===== src/rtl/instr_fetch_stage.sv =====
// IF stage: owns the PC, fetches over an SRAM-like req/addr_ok/data_ok bus and feeds IF/ID.
// Optional performance counters are built when FETCH_PERF_EN is defined.
module instr_fetch_stage #(
  parameter logic [31:0] RESET_PC = 32'hbfc00000,
  parameter int unsigned ADEL_BIT = 0
) (
  input  logic        clock,
  input  logic        reset,
  input  logic        StallF,
  input  logic        FlushF,
  input  logic [31:0] ExceptPC,
  input  logic        PCSrcD,
  input  logic [31:0] PCBranchD,
  output logic        inst_req,
  output logic [31:0] inst_addr,
  input  logic        inst_addr_ok,
  input  logic        inst_data_ok,
  input  logic [31:0] inst_rdata,
  output logic [31:0] InstrI,
  output logic [31:0] PCF,
  output logic [31:0] PCPlus4F,
  output logic [8:0]  ExceptTypeF,
  output logic        FetchBusyF,
  output logic [31:0] perf_fetch_cnt,
  output logic [31:0] perf_stall_cnt
);

  typedef enum logic [1:0] {StReq, StWait, StHold, StErr} state_e;

  state_e      state_q;
  logic [31:0] pc_q, req_addr_q, br_tgt_q, hold_q;
  logic        discard_q, br_pend_q;
  logic        valid, accept;
  logic [31:0] pc_next;

  assign valid = (state_q == StWait && inst_data_ok && !discard_q) ||
                 state_q == StHold || state_q == StErr;
  assign accept = valid && !StallF && !FlushF;
  // A branch resolved in the same cycle as its delay slot is handed over wins directly.
  assign pc_next = PCSrcD ? PCBranchD : (br_pend_q ? br_tgt_q : pc_q + 32'd4);

  always_ff @(posedge clock or posedge reset) begin
    if (reset) begin
      state_q    <= StReq;
      pc_q       <= RESET_PC;
      req_addr_q <= RESET_PC;
      br_tgt_q   <= '0;
      hold_q     <= '0;
      discard_q  <= 1'b0;
      br_pend_q  <= 1'b0;
    end else if (FlushF) begin
      pc_q      <= ExceptPC;
      br_pend_q <= 1'b0;
      hold_q    <= '0;
      case (state_q)
        StReq: begin
          // The request already on the bus must complete; its data is thrown away.
          discard_q <= 1'b1;
          if (inst_addr_ok) state_q <= StWait;
        end
        StWait: begin
          if (inst_data_ok) begin
            discard_q  <= 1'b0;
            state_q    <= (ExceptPC[1:0] != 2'b00) ? StErr : StReq;
            req_addr_q <= ExceptPC;
          end else begin
            discard_q <= 1'b1;
          end
        end
        default: begin
          discard_q  <= 1'b0;
          state_q    <= (ExceptPC[1:0] != 2'b00) ? StErr : StReq;
          req_addr_q <= ExceptPC;
        end
      endcase
    end else begin
      if (PCSrcD) begin
        br_tgt_q  <= PCBranchD;
        br_pend_q <= 1'b1;
      end
      if (accept) begin
        pc_q       <= pc_next;
        br_pend_q  <= 1'b0;
        state_q    <= (pc_next[1:0] != 2'b00) ? StErr : StReq;
        req_addr_q <= pc_next;
      end else begin
        case (state_q)
          StReq: if (inst_addr_ok) state_q <= StWait;
          StWait: begin
            if (inst_data_ok) begin
              if (discard_q) begin
                discard_q  <= 1'b0;
                state_q    <= (pc_q[1:0] != 2'b00) ? StErr : StReq;
                req_addr_q <= pc_q;
              end else begin
                hold_q  <= inst_rdata;
                state_q <= StHold;
              end
            end
          end
          default: ;
        endcase
      end
    end
  end

  assign inst_req   = (state_q == StReq);
  assign inst_addr  = req_addr_q;
  assign PCF        = pc_q;
  assign PCPlus4F   = pc_q + 32'd4;
  assign FetchBusyF = !valid;
  assign ExceptTypeF = (state_q == StErr) ? (9'd1 << ADEL_BIT) : 9'd0;

  always_comb begin
    InstrI = '0;
    case (state_q)
      StWait:  InstrI = valid ? inst_rdata : 32'h0;
      StHold:  InstrI = hold_q;
      default: InstrI = '0;
    endcase
  end

`ifdef FETCH_PERF_EN
  logic [31:0] fetch_cnt_q, stall_cnt_q;

  always_ff @(posedge clock or posedge reset) begin
    if (reset) begin
      fetch_cnt_q <= '0;
      stall_cnt_q <= '0;
    end else begin
      if (accept) fetch_cnt_q <= fetch_cnt_q + 32'd1;
      if (!valid) stall_cnt_q <= stall_cnt_q + 32'd1;
    end
  end

  assign perf_fetch_cnt = fetch_cnt_q;
  assign perf_stall_cnt = stall_cnt_q;
`else
  assign perf_fetch_cnt = 32'h0;
  assign perf_stall_cnt = 32'h0;
`endif

endmodule


===== config.mk =====
export PLATFORM = sky130hd
export DESIGN_NAME = instr_fetch_stage
export DESIGN_NICKNAME = d
export VERILOG_FILES = /design/src/rtl/instr_fetch_stage.sv
export SDC_FILE = /design/constraint.sdc
export NUM_CORES = 1
export LEC_CHECK = 0
export ABC_AREA = 1
export BUFFER_PORTS_ARGS = -buffer_cell sky130_fd_sc_hd__buf_2
export CAP_MARGIN = 20
export CORE_MARGIN = 2
export CORE_UTILIZATION = 51
export CTS_CLUSTER_SIZE = 30
export DETAILED_ROUTE_END_ITERATION = 10
export PLACE_DENSITY_LB_ADDON = 0.15
export RECOVER_POWER = 100
export SYNTH_ARGS = -nofsm -noshare
export SYNTH_HDL_FRONTEND = slang
export SYNTH_SLANG_ARGS = --single-unit

===== constraint.sdc =====
create_clock -name clock -period 4.3 [get_ports clock]
set_clock_uncertainty 0.15 [all_clocks]
set_input_delay 0.215 -clock clock [delete_from_list [all_inputs] [get_ports clock]]
set_output_delay 0.215 -clock clock [all_outputs]
set_load 0.1 [all_outputs]

==> flow_metrics.tcl <==
set metrics [dict create \
    cts_made_buffers 17 \
    num_antenna_cells 0 \
    synth_top_area_cell "dfrtp_1" \
    synthAdderAreaFrac_pct 0.749 \
    cts_tree "done" \
    post_cts_buffers 0 \
    crit_type "register to output port" \
    endpoint_kind "output port" \
    setup_violations 0 \
    final_common_cell "nand2_1" \
    reg2reg_to "inst_addr[6]" \
    grt.total_usage_pct 31.7 \
    io_pins 306 \
    h-tree-depth 4 \
    timing.rr.start "state_q[0]" \
    root_buffer "clkbuf_16" \
    cp-startpoint "state_q[0]" \
    layout.nets 1633 \
    vias 9059 \
    die_area_um2 17400 \
    yosysUniqueCellTypes 39 \
    hp-class "input pin to register" \
    viasPerCell 5.17 \
    synth_cells 1227 \
    async_reset_ff_share_pct 100 \
    gr-total-overflow 0 \
    synth-xor-area-share_pct 1.24 \
    yosysTopAreaCellShare_pct 34.2 \
    netlist_area_um2 8350 \
    first_pass_iters 5 \
    synth-compound-area-share_pct 13.3 \
    layout_common_cells "nand2_1, clkbuf_1, dfrtp_1, inv_1" \
    critPathMaxFanout 33 \
    ctsResizeCount 0 \
    cts.sinks 132 \
    synth-edff-count 0 \
    reg2regPathDepth 12 \
    synthTopCellsByArea "dfrtp_1, nand2_1, buf_4" \
    violations "capacitance limit, slew limit" \
    wire_per_inst_um 16.0 \
    rows 46 \
    drc 0 \
    ys_seq_area_share_pct 39.8 \
    p_leak_nw 5.27 \
    dp.cells 1628 \
    arrival_ps 3260 \
    fin_setup_tns_ps 0 \
    yosys_warnings 0 \
    antenna_found_initial 0 \
    instances_no_fill 1753 \
    clk_pin_slew_ps 50 \
    drv_slew 127 \
    synth.area.mux_share_pct 0 \
    synth-seq-cells 132 \
    portBuffers 233 \
    drt_iter0_markers 669 \
    ir_drop_v 0.000724 \
    drive_gt1_share_pct 13.4 \
    power_density_nw_per_um2 780 \
    reg2reg_slack_ps 710 \
    ant_nets 0 \
    cts_max_path_buffers 2 \
    synth_top_family_by_area "simple AND/OR/NAND/NOR gates" \
    dieWidth_um 132 \
    hold-worst-slack_ps 9.57 \
    rsz0062_at_grt "no" \
    core_area_um2 15900 \
    holdBufCountCts 94 \
    cap_violations 2 \
    grt_pass1_vias 8651 \
    grt_max_degree 95 \
    grt_pass1_wl_um 44200 \
    area_growth_pct 29.3 \
    endpoint "InstrI[13]" \
    finalHoldViolations 0 \
    status "finished with violations" \
    clock_latency_ps 420 \
    clock.fmax_ghz 0.276 \
    finalCritPeriodShare_pct 84.3 \
    yosys.area_share.simple_pct 29.9 \
    period_minus_slack_ps 3620 \
    syn_avg_cell_area_um2 6.80 \
    slew-limit-headroom_pct -38.0 \
    worst_pin_slew_ps 2070 \
    wl_um 28100 \
    required_ps 3930 \
    dp_hpwl_um 17900 \
    ys.flop_type "dfrtp_1" \
    start_kind "register" \
    gp_congestion 0.935 \
    dieHeight_um 132 \
    start_util_pct 52.4 \
]
state kept, by name (all words and copies together) (netlist names):
name       count
hold_q        32
br_pend_q      1
discard_q      1
br_tgt_q      32
state_q        2
PCF           32
inst_addr     32
kinds of logic (layout without fill, tap and decap cells):
| kind of cell | Yosys count | after routing |
|---|---|---|
| other | 1 | 72 |
| adders and majority gates | 5 | 5 |
| xor gates and xnor gates | 11 | 11 |
| DFF | 132 | 132 |
| and+or+nand+nor | 622 | 622 |
| buffers and inverters | 246 | 485 |
| AOI/OAI and AO/OA | 210 | 210 |
critical path: stages, from the launching register on:
cell and delay, ps:
dfrtp_1 450, inv_1 110, ha_1 140, buf_4 330
nor2_1 90, nand2_2 90, inv_1 60, nor2_2 70
buf_4 310, nand2_1 120, a21oi_2 160, clkbuf_1 900
stage by stage:
stage	area (um2)	utilization, %	setup slack [ps]	total power [mW]
final	10800	67.7	677	8.42
after global routing	10800	67.7	473	8.74
after CTS	11000	68.9	1100	8.49
after detailed placement	9480	59.4	1550	6.98
after global placement	9480	59.4	1600	6.95
after floorplan	8740	-	20.4	6.21
synth_stat cells (8+ instances only):
cell	n
a21oi_1	87
buf_2	19
buf_4	75
clkbuf_1	34
dfrtp_1	114
dfstp_2	18
inv_1	106
nand2_1	449
nand3_1	66
nor2_1	89
o211ai_1	8
o21ai_0	99
xor2_1	9
where the power goes:
part | internal (mW) | switching, mW
clock network | 0.910 | 0.537
logic | 0.684 | 4.42
registers | 1.59 | 0.273
total | 3.19 | 5.23
layer usage:
layer	share of wire, %	vias up	global-route usage (%)
met1	41	4212	40.9
met3	7.9	76	5.96
li1	-	4300	-
met5	0	-	0
met4	2.9	0	12.4
met2	48	471	52.8
how the worst min path moves through the flow:
stage,cells after the start,to,start
3_5_place_dp,3,br_tgt_q[17],PCBranchD[17]
5_1_grt,5,PCF[5],ExceptPC[5]
2_1_floorplan,2,br_tgt_q[0],PCBranchD[0]
6_report,4,PCF[6],ExceptPC[6]
4_1_cts,5,PCF[5],ExceptPC[5]
3_3_place_gp,3,br_tgt_q[8],PCBranchD[8]
cell type report:
class / count / area (um2)
Clock buffer: 26 / 499
Timing Repair Buffer: 340 / 2020
Sequential cell: 132 / 3330
Fill cell: 1475 / 5150
Tap cell: 216 / 270
Clock inverter: 5 / 75.1
Multi-Input combinational cell: 920 / 4170
Inverter: 114 / 432
(Power assumes the default switching activity.)
